[config.mk]
export PLATFORM = sky130hd
export DESIGN_NAME = cam_line_buffer_ctrl
export DESIGN_NICKNAME = d
export VERILOG_FILES = /design/src/rtl/cam_pkg.sv /design/src/rtl/cam_edge_det.sv /design/src/rtl/cam_line_buffer_ctrl.sv
export SDC_FILE = /design/constraint.sdc
export NUM_CORES = 1
export LEC_CHECK = 0
export ABC_AREA = 1
export CORE_ASPECT_RATIO = 0.5
export CORE_MARGIN = 2
export CORE_UTILIZATION = 33
export DETAILED_ROUTE_END_ITERATION = 10
export MAX_ROUTING_LAYER = met4
export REMOVE_ABC_BUFFERS = 1
export SYNTH_ARGS = -nofsm -noshare
export SYNTH_HDL_FRONTEND = slang
export SYNTH_HIERARCHICAL = 1
export SYNTH_SLANG_ARGS = --single-unit
[constraint.sdc]
create_clock -name i_pclk -period 1.7 [get_ports i_pclk]
set_clock_uncertainty 0.05 [all_clocks]
set_input_delay 0.34 -clock i_pclk [delete_from_list [all_inputs] [get_ports i_pclk]]
set_output_delay 0.34 -clock i_pclk [all_outputs]
set_load 0.03 [all_outputs]
[src/rtl/cam_pkg.sv]
// Shared camera-pipeline definitions: sequencer state encoding and the
// width helpers used to size column/row counters from the frame geometry.
package cam_pkg;

    typedef enum logic [2:0] {
        S_IDLE     = 3'd0,
        S_WAIT_VS  = 3'd1,
        S_WAIT_SOF = 3'd2,
        S_ACTIVE   = 3'd3,
        S_DONE     = 3'd4
    } cam_state_e;

    // Beats per line: two pixels are delivered per clock.
    function automatic int cam_bpl(input int frame_width);
        return frame_width / 2;
    endfunction

    function automatic int cam_cw(input int frame_width);
        return (frame_width / 2 > 1) ? $clog2(frame_width / 2) : 1;
    endfunction

    // One extra code so the row counter can rest at FRAME_HEIGHT after eof.
    function automatic int cam_rw(input int frame_height);
        return $clog2(frame_height + 1);
    endfunction

endpackage

[src/rtl/cam_edge_det.sv]
// Registered-history edge detector: compares the live input against the
// previous-cycle sample so rise/fall are available in the sampling cycle.
module cam_edge_det (
    input  logic i_clk,
    input  logic i_rst,
    input  logic i_d,
    output logic o_rise,
    output logic o_fall
);

    logic prev_q;
    logic prev_d;

    always_comb begin
        prev_d = i_d;
        o_rise = i_d & ~prev_q;
        o_fall = ~i_d & prev_q;
    end

    always_ff @(posedge i_clk) begin
        if (i_rst) begin
            prev_q <= 1'b0;
        end else begin
            prev_q <= prev_d;
        end
    end

endmodule

[src/rtl/cam_line_buffer_ctrl.sv]
// Ping-pong line-buffer sequencer: tracks column/row from vsync/valid, drives
// RAM write/read addresses, and flags window, line/frame markers and errors.
module cam_line_buffer_ctrl
    import cam_pkg::*;
#(
    parameter  int FRAME_WIDTH  = 640,
    parameter  int FRAME_HEIGHT = 480,
    localparam int CW           = cam_cw(FRAME_WIDTH),
    localparam int RW           = cam_rw(FRAME_HEIGHT)
) (
    input  logic          i_pclk,
    input  logic          i_rst,
    input  logic          i_enable,
    input  logic          i_vsync,
    input  logic          i_valid,
    output logic          o_wr_en,
    output logic [CW:0]   o_wr_addr,
    output logic [CW:0]   o_rd_addr,
    output logic          o_win_valid,
    output logic          o_first_col,
    output logic          o_last_col,
    output logic [RW-1:0] o_row,
    output logic          o_sof,
    output logic          o_eol,
    output logic          o_eof,
    output logic          o_err_short,
    output logic          o_err_overrun,
    output logic          o_busy
);

    localparam int            BPL      = cam_bpl(FRAME_WIDTH);
    localparam logic [CW-1:0] COL_LAST = CW'(BPL - 1);
    localparam logic [RW-1:0] ROW_LAST = RW'(FRAME_HEIGHT - 1);
    localparam logic [RW-1:0] ROW_MAX  = RW'(FRAME_HEIGHT);

    cam_state_e    state_q, state_d;
    logic [CW-1:0] col_q, col_d;
    logic [RW-1:0] row_q, row_d;
    logic          bank_q, bank_d;
    logic          en_prev_q, en_prev_d;

    logic          wr_en_q, wr_en_d;
    logic [CW:0]   wr_addr_q, wr_addr_d;
    logic [CW:0]   rd_addr_q, rd_addr_d;
    logic          win_q, win_d;
    logic          first_q, first_d;
    logic          last_q, last_d;
    logic [RW-1:0] row_o_q, row_o_d;
    logic          sof_q, sof_d;
    logic          eol_q, eol_d;
    logic          eof_q, eof_d;
    logic          err_short_q, err_short_d;
    logic          err_ovr_q, err_ovr_d;
    logic          busy_q, busy_d;

    logic          vs_rise, vs_fall;
    logic          frame_end;

    cam_edge_det u_vs_edge (
        .i_clk  (i_pclk),
        .i_rst  (i_rst),
        .i_d    (i_vsync),
        .o_rise (vs_rise),
        .o_fall (vs_fall)
    );

    always_comb begin
        state_d     = state_q;
        col_d       = col_q;
        row_d       = row_q;
        bank_d      = bank_q;
        en_prev_d   = i_enable;
        wr_en_d     = 1'b0;
        wr_addr_d   = wr_addr_q;
        rd_addr_d   = rd_addr_q;
        win_d       = 1'b0;
        first_d     = 1'b0;
        last_d      = 1'b0;
        row_o_d     = row_o_q;
        sof_d       = 1'b0;
        eol_d       = 1'b0;
        eof_d       = 1'b0;
        err_short_d = err_short_q;
        err_ovr_d   = err_ovr_q;
        frame_end   = 1'b0;

        unique case (state_q)
            S_IDLE: begin
                if (i_enable) begin
                    if (!en_prev_q) begin
                        err_short_d = 1'b0;
                        err_ovr_d   = 1'b0;
                    end
                    state_d = S_WAIT_VS;
                end
            end
            S_WAIT_VS: begin
                if (i_vsync) state_d = S_WAIT_SOF;
            end
            S_WAIT_SOF: begin
                // A beat coinciding with the fall is dropped; counting starts next beat.
                if (vs_fall) begin
                    col_d   = '0;
                    row_d   = '0;
                    bank_d  = 1'b0;
                    state_d = S_ACTIVE;
                end
            end
            S_ACTIVE: begin
                if (i_valid) begin
                    wr_en_d   = 1'b1;
                    wr_addr_d = {bank_q, col_q};
                    rd_addr_d = {~bank_q, col_q};
                    win_d     = (row_q != '0);
                    first_d   = (col_q == '0);
                    last_d    = (col_q == COL_LAST);
                    row_o_d   = row_q;
                    sof_d     = (row_q == '0) && (col_q == '0);
                    if (col_q == COL_LAST) begin
                        eol_d  = 1'b1;
                        col_d  = '0;
                        bank_d = ~bank_q;
                        if (row_q != ROW_MAX) row_d = row_q + RW'(1);
                        if (row_q == ROW_LAST) begin
                            eof_d     = 1'b1;
                            frame_end = 1'b1;
                            state_d   = S_DONE;
                        end
                    end else begin
                        col_d = col_q + CW'(1);
                    end
                end
                // The beat above is accounted for before the vsync rise takes effect.
                if (vs_rise) begin
                    if (!frame_end) err_short_d = 1'b1;
                    state_d = i_enable ? S_WAIT_SOF : S_IDLE;
                end
            end
            S_DONE: begin
                if (i_valid) err_ovr_d = 1'b1;
                if (vs_rise) state_d = i_enable ? S_WAIT_SOF : S_IDLE;
            end
            default: state_d = S_IDLE;
        endcase

        busy_d = (state_d != S_IDLE);
    end

    always_ff @(posedge i_pclk) begin
        if (i_rst) begin
            state_q     <= S_IDLE;
            col_q       <= '0;
            row_q       <= '0;
            bank_q      <= 1'b0;
            en_prev_q   <= 1'b0;
            wr_en_q     <= 1'b0;
            wr_addr_q   <= '0;
            rd_addr_q   <= {1'b1, {CW{1'b0}}};
            win_q       <= 1'b0;
            first_q     <= 1'b0;
            last_q      <= 1'b0;
            row_o_q     <= '0;
            sof_q       <= 1'b0;
            eol_q       <= 1'b0;
            eof_q       <= 1'b0;
            err_short_q <= 1'b0;
            err_ovr_q   <= 1'b0;
            busy_q      <= 1'b0;
        end else begin
            state_q     <= state_d;
            col_q       <= col_d;
            row_q       <= row_d;
            bank_q      <= bank_d;
            en_prev_q   <= en_prev_d;
            wr_en_q     <= wr_en_d;
            wr_addr_q   <= wr_addr_d;
            rd_addr_q   <= rd_addr_d;
            win_q       <= win_d;
            first_q     <= first_d;
            last_q      <= last_d;
            row_o_q     <= row_o_d;
            sof_q       <= sof_d;
            eol_q       <= eol_d;
            eof_q       <= eof_d;
            err_short_q <= err_short_d;
            err_ovr_q   <= err_ovr_d;
            busy_q      <= busy_d;
        end
    end

    assign o_wr_en       = wr_en_q;
    assign o_wr_addr     = wr_addr_q;
    assign o_rd_addr     = rd_addr_q;
    assign o_win_valid   = win_q;
    assign o_first_col   = first_q;
    assign o_last_col    = last_q;
    assign o_row         = row_o_q;
    assign o_sof         = sof_q;
    assign o_eol         = eol_q;
    assign o_eof         = eof_q;
    assign o_err_short   = err_short_q;
    assign o_err_overrun = err_ovr_q;
    assign o_busy        = busy_q;

endmodule

* Yosys cells after proc, flatten, opt, wreduce, memory -nomap -nowiden *
Cells that the tools add are included.

storage, ports and cells
  register bits after elaboration = 63
  input port bits = 5
  output and inout port bits = 39
  logic and storage cells = 96

operators by class
  $add $sub $neg = 2
  equality and inequality tests = 16
  multiplexer cells = 35
  bitwise logic cells = 7
  reductions and logical operators = 17

operators by type and width
  operator                                       number
  two-way mux 9 bit                              6
  one-hot mux 9 bit (2 select lines)             2
  two-way mux 3 bit                              8
  adder 9 x 1 -> 9 bit, second input constant    2
  == test 9 bit, second input constant           2
  logical NOT 9 bit                              2
  one-hot mux 3 bit (5 select lines)             1
  two-way mux 1 bit                              14
  != test 2 bit, second input constant           7
  AND reduction 5 bit                            2
  != test 9 bit, second input constant           1
  nonzero test 9 bit                             1
  AND reduction 4 bit                            2
  == test 3 x 2 -> 1 bit, second input constant  2
  one-hot mux 1 bit (2 select lines)             3
  nonzero test 2 bit                             3
  NOT 1 bit                                      5
  != test 2 x 1 -> 1 bit, second input constant  2
  == test 3 x 1 -> 1 bit, second input constant  1
  == test 3 bit, second input constant           1
  logical NOT 3 bit                              1
  AND reduction 3 bit                            1
  nonzero test 3 bit                             1
  OR reduction 3 bit                             1
  other kinds (5)                                6

* Logic depth before layout (Yosys ltp) *
Gate-level depths: netlist (run 1).

  depth after elaboration = 8
  gate-level depth with buffers = 10
  gate-level depth less buffers = 10

* Cells and area by module *
The synthesis (run 1) kept the hierarchy.

by module, submodules not included
  module                times used  cells each  area each (µm²)  seq. area each (µm²)
  cam_line_buffer_ctrl  1           339         2493.6           1041.0
  cam_edge_det          1           6           38.8             20.0

* Worst setup path before layout (run 1) *
OpenSTA, ideal clock, no wires.

  path type = flip-flop to flip-flop
  from = reg col_q[0]
  to = reg row_q[1]
  arrival time = 1.263 ns
  required time = 1.516 ns
  setup slack = 0.254 ns
  stages on the path, launching flop included = 11
  buffers on the path = 0
  cell sequence = dfxtp_1 ha_1 nand3_2 nor2_4 nand2_4 nand2_4 nand3_4 inv_6 nand2_1 nand2_1 nor2_1

on the way
  cells in the longest elaborated chain, start to end = 3

ends and longest elaborated chain
  element                        line                         text
  start: declaration             cam_line_buffer_ctrl.sv:37   logic [CW-1:0] col_q, col_d;
  start signal: assignment       cam_line_buffer_ctrl.sv:171  col_q <= col_d;
  == test 9 bit                  cam_line_buffer_ctrl.sv:119  if (col_q == COL_LAST) begin
  != test 2 bit (no line)        n/a
  AND reduction 5 bit (no line)  n/a
  end signal: assignment         cam_line_buffer_ctrl.sv:172  row_q <= row_d;
  end: declaration               cam_line_buffer_ctrl.sv:38   logic [RW-1:0] row_q, row_d;

No other way between the ends.
A chain may end at the register's enable or synchronous reset.

* Worst setup path after layout (run 1) *
  from = reg row_o_q[5] (netlist: o_row[5])
  to = out o_row[5]

RTL lines
  element                   line                         text
  start: declaration        cam_line_buffer_ctrl.sv:48   logic [RW-1:0] row_o_q, row_o_d;
  start signal: assignment  cam_line_buffer_ctrl.sv:181  row_o_q <= row_o_d;
  end: declaration          cam_line_buffer_ctrl.sv:22   output logic [RW-1:0] o_row,

No word-level cell between the ends.

==> flow_summary.json, run 1 <==
{
  "status": "finished clean",
  "synthMuxAreaShare": 0,
  "syn_inst": 345,
  "netlist_area_sq_um": 2530,
  "dieArea_sq_um": 8430,
  "final_common_cell": "nand2_1",
  "wl_microns": 6320,
  "period_minus_slack_ns": 1.66,
  "clk_latency_ns": 0.29,
  "ir_drop_mv": 0.386,
  "wl_per_cell_microns": 12.5,
  "finalHoldViolCount": 0,
  "core.rowCount": 22,
  "cts_num_sinks": 53,
  "setup_ws_ns": 0.0395,
  "async_flop_share": 0,
  "cp_data_arrival_time_ns": 1.27,
  "required_ns": 1.31,
  "cpPeakStageDelay_ns": 0.66,
  "drcViolationCount": 0,
  "power_density_nw_per_um2": 736,
  "synth_ff_type": "dfxtp_1",
  "detail-route-antenna-nets": 0,
  "crit_cells": 1,
  "grt_overflow_total": 0,
  "reg2reg_from": "col_q[0]",
  "swShare": 0.224,
  "stdcell_count": 505,
  "gp_congestion": 0.861,
  "hpwl_microns": 4760,
  "start_util": 0.343,
  "startpoint_type": "flop",
  "antenna_found_initial": 0,
  "clockBufferDepth": 2,
  "reg2reg_slack_ns": 0.09,
  "synthDistinctLibCells": 35,
  "vias": 2329,
  "grt_max_degree": 16,
  "path_buf_inv": 1,
  "diodes": 0,
  "crit_fanout": 2,
  "nets": 417,
  "seq_area_frac_synth": 0.419,
  "core_sq_um": 7380,
  "p_int_mw": 1.95,
  "track_usage": 0.158,
  "crit_type": "reg -> out",
  "yosys.area_share.simple": 0.322,
  "path_delay_family": "buffers and inverters",
  "synth_top_family_by_area": "simple AND/OR/NAND/NOR gates",
  "grt_pass1_wl_microns": 10100,
  "cts_tree": "built",
  "fin_hold_ws_ns": 0.403,
  "cp-startpoint": "o_row[5]",
  "cts.root.buffer_cell": "clkbuf_16",
  "finalCritPeriodShare": 0.977,
  "synth-compound-area-share": 0.128,
  "drive_gt1_frac": 0.191,
  "critPathCaptureType": "output pin",
  "power.share.clock": 0.422,
  "grt_pass1_vias": 2059,
  "final_cell_mix": "nand2_1, dfxtp_1, nor2_1",
  "synth-xor-area-share": 0.00692,
  "dr.first_iter.drc_count": 195,
  "htree_levels": 2,
  "pwr-share-comb": 0.073,
  "synth-edff-count": 0,
  "hold_path_class": "reg -> reg",
  "drtPass1Iterations": 4,
  "power.static_leakage_nw": 1.72,
  "numCtsBuffers": 5,
  "worst_pin_slew_ns": 0.415,
  "setup_violations": 0,
  "via_per_inst": 4.61,
  "synth_area_per_cell_sq_um": 7.34,
  "seqPwrFrac": 0.505,
  "fmax_ghz": 0.602,
  "slew_viol_final": 0,
  "worst_r2r_endpoint": "row_q[4]",
  "portBuffers": 43,
  "yosys_warnings": 6,
  "die_width_microns": 128,
  "crit_chain": "clkdlybuf4s50_1",
  "slew_headroom": 0.721,
  "die_height_microns": 65.9,
  "top_level_ports": 44,
  "reg2reg_depth": 9,
  "crit_end": "o_row[5]",
  "clk_pin_slew_ns": 0.07,
  "ys_ff_latch": 53,
  "pre_cts_slack_ns": -0.219,
  "slowest_stage": "clkdlybuf4s50_1",
  "dpl.cell_count": 494,
  "area_delta_synth_final_pct": 35.1,
  "p_switching_uw": 563,
  "maxCapViolations": 0,
  "synth-adder-area-share": 0.0198
}
-- registers in the layout (all words and copies together), names as in the netlist --
name,count
o_wr_addr,10
col_q,9
o_row,9
row_q,9
state_q,3
bank_q,1
en_prev_q,1
o_busy,1
o_eof,1
o_err_overrun,1
o_err_short,1
o_first_col,1
o_last_col,1
o_rd_addr,1
o_sof,1
o_win_valid,1
o_wr_en,1
u_vs_edge/prev_q,1
-- worst min path at each step --
stage	slack, ns	end	start	cells past startpoint
after detailed placement	0.40	o_rd_addr[9]	o_rd_addr[9]	2
final	0.40	o_rd_addr[9]	o_rd_addr[9]	2
after floorplan	0.35	row_q[0]	i_rst	1
after global routing	0.43	o_row[7]	o_row[7]	2
after global placement	0.39	o_rd_addr[9]	o_rd_addr[9]	2
after CTS	0.41	o_rd_addr[9]	o_rd_addr[9]	2
-- Yosys cell counts, types with 2 or more instances --
master    instances  area, sq um
o21ai_1           4         20.0
buf_4            11         82.6
buf_2             3         15.0
inv_1            32          120
o21ai_0          13         65.1
dfxtp_1          53         1060
nand2_1          74          278
nor3_1            5         25.0
nor2_2            2         12.5
clkbuf_1          4         15.0
a21oi_1          28          140
nand2_4           3         33.8
nor2_1           43          161
nand3_1          20          100
a21oi_2           8         70.1
inv_2             5         18.8
xor2_1            2         17.5
nand4_1           5         31.3
nor3b_1           3         22.5
nand2_2           9         56.3
ha_1              4         50.1
-- kinds of logic after synthesis --
logic type / count (synthesis)
compound gates: 57
xor+xnor: 2
fa+ha+maj: 4
buf+inv: 57
flops: 53
simple gates: 172
-- metal layers --
metal | track usage | wire length (microns) | part of all wire
met5 | - | 0 | 0
met4 | 0.0385 | 22 | 0.0035
met3 | 0.0299 | 198 | 0.031
met2 | 0.227 | 2780 | 0.44
met1 | 0.227 | 3310 | 0.52
-- metrics by stage --
stage / setup TNS [ns] / cell area [sq um] / total power [mW] / util
after floorplan: 0 / 2420 / 1.39 / -
after global placement: -2.61 / 3180 / 1.49 / 0.432
after detailed placement: -4.38 / 3180 / 1.49 / 0.432
after CTS: 0 / 3320 / 2.54 / 0.450
after global routing: -0.0401 / 3420 / 2.62 / 0.464
final: 0 / 3420 / 2.52 / 0.464
-- what timing repair did --
item,CTS,global route
setup endpoints to repair,18,28
hold buffers,0,0
gates resized for setup,17,24
setup buffers,0,3
pin swaps,0,2
-- power by group through the flow --
| stage | Combinational [mW] | Sequential, mW | Clock (mW) |
|---|---|---|---|
| 2_1_floorplan | 0.0666 | 1.32 | 0 |
| 3_3_place_gp | 0.185 | 1.30 | 0 |
| 3_5_place_dp | 0.185 | 1.30 | 0 |
| 4_1_cts | 0.182 | 1.27 | 1.09 |
| 5_1_grt | 0.202 | 1.27 | 1.14 |
| 6_report | 0.185 | 1.27 | 1.06 |
-- area by class of cell --
cell class                 instances  area [sq um]
fill                             742          3960
multi-input combinational        235          1230
sequential                        53          1060
timing repair buffer              75           704
clock buffer                       7           153
inverter                          38           150
tap                               96           120
clock inverter                     1          5.00
No activity file was read; power rests on OpenSTA's default activity.
==> inputs of run 2 (changes only) <==
- CTS_CLUSTER_DIAMETER: unset -> 50
- PLACE_DENSITY_LB_ADDON: unset -> 0.25
- SLEW_MARGIN: unset -> 20
==> run 2 against run 1 <==
Against the previous run:
- clock-buffer cell count decreased by 1
- largest power group unchanged
- sequential power about the same
- sequential share of layout area increased by 0.69 points
- highest routed layer unchanged
- final cell count decreased by 1.6%
- critical endpoint is now o_row[2]
- non-clock buffer count decreased by 9
- die area unchanged
==> flow_summary.json, run 2 (same netlist as run 1, synthesis figures left out) <==
{
  "status": "finished clean",
  "fin_hold_ws_ns": 0.407,
  "stdcell_count": 497,
  "gp_congestion": 0.828,
  "start_util": 0.343,
  "pre_cts_slack_ns": -0.208,
  "placed_cell_area_sq_um": 3140,
  "setup_ws_ns": 0.0269,
  "cts_tree": "built",
  "crit_fanout": 2,
  "antenna_found_initial": 0,
  "hold_path_depth": 2,
  "cts.root.buffer_cell": "clkbuf_16",
  "grt_pass1_wl_microns": 10000,
  "clk_latency_ns": 0.29,
  "vias": 2311,
  "cpPeakStageDelay_ns": 0.67,
  "cts_num_sinks": 53,
  "drtPass1Iterations": 4,
  "finalHoldViolCount": 0,
  "diodes": 0,
  "final_cell_area_sq_um": 3350,
  "multi_input_comb_area_sq_um": 1240,
  "path_delay_family": "buffers and inverters",
  "startpoint_type": "flop",
  "nets": 409,
  "hold_path_class": "reg -> reg",
  "clk_pin_slew_ns": 0.07,
  "die_height_microns": 65.9,
  "track_usage": 0.156,
  "reg2reg_depth": 10,
  "reg2reg_slack_ns": 0.12,
  "fmax_ghz": 0.598,
  "die_width_microns": 128,
  "seq_area_sq_um": 1060,
  "final_common_cell": "nand2_1",
  "period_minus_slack_ns": 1.67,
  "dpl.cell_count": 488,
  "area_delta_synth_final_pct": 32.5,
  "hpwl_microns": 4530,
  "crit_type": "reg -> out",
  "slowest_stage": "clkdlybuf4s50_1",
  "wl_microns": 6110,
  "path_buf_inv": 1,
  "final_util": 0.455,
  "maxCapViolations": 0,
  "detail-route-antenna-nets": 0,
  "grt_max_degree": 17,
  "via_per_inst": 4.65,
  "drive_gt1_frac": 0.185,
  "critPathCaptureType": "output pin",
  "worst_pin_slew_ns": 0.330,
  "core_sq_um": 7380,
  "crit_cells": 1,
  "final_cell_mix": "nand2_1, dfxtp_1, nor2_1",
  "largest_register_ffs": 10,
  "tns_ns": 0,
  "core.rowCount": 22,
  "fill_cells": 762,
  "clockBufferDepth": 2,
  "dr.first_iter.drc_count": 159,
  "hold_buffers": 0,
  "drcViolationCount": 0,
  "rsz0062_at_grt": "no",
  "total_power_mw": 2.64,
  "wl_per_cell_microns": 12.3,
  "required_ns": 1.31,
  "dieArea_sq_um": 8430,
  "numCtsBuffers": 5,
  "finalCritPeriodShare": 0.984,
  "portBuffers": 43,
  "ir_drop_mv": 0.384,
  "htree_levels": 2,
  "top_level_ports": 44,
  "slew_headroom": 0.778,
  "post-cts-setup-buffers": 0,
  "slew_viol_final": 0,
  "grt_overflow_total": 0,
  "grt_pass1_vias": 2051,
  "power_density_nw_per_um2": 787,
  "power.static_leakage_nw": 1.60,
  "crit_chain": "clkdlybuf4s50_1",
  "cp_data_arrival_time_ns": 1.28,
  "setup_violations": 0
}
## run 2: cell type report
type / count / share of cell area
Tap cell: 96 / 0.0358
Clock inverter: 2 / 0.0112
Timing Repair Buffer: 66 / 0.179
Multi-Input combinational cell: 236 / 0.370
Inverter: 38 / 0.0448
Clock buffer: 6 / 0.0414
Sequential cell: 53 / 0.317
## run 2: per-layer routing
| metal | GRT usage | share of wire | vias to the layer above |
|---|---|---|---|
| met4 | 0.0412 | 0.011 | 0 |
| met2 | 0.229 | 0.42 | 38 |
| li1 | - | - | 1211 |
| met1 | 0.218 | 0.53 | 1056 |
| met3 | 0.0340 | 0.037 | 6 |
| met5 | - | 0 | - |
## run 2: what timing repair did
item                                    4_1_cts  5_1_grt
endpoints found under the setup margin       23       30
gates cloned                                  0        1
endpoints found under the hold margin         0        0
pin swaps                                     0        4
resized for setup                            23       22
## run 2: power by group
group | internal (mW) | total, mW | switching, mW
clock network | 0.735 | 1.19 | 0.459
registers | 1.26 | 1.27 | 0.0141
logic | 0.0644 | 0.174 | 0.110
## run 2: final timing paths
check | end | from
worst min register to register | o_err_overrun | o_err_overrun
worst max register to register | row_q[1] | col_q[0]
worst min-delay path | o_err_overrun | o_err_overrun
worst max-delay path | o_row[2] | o_row[2]
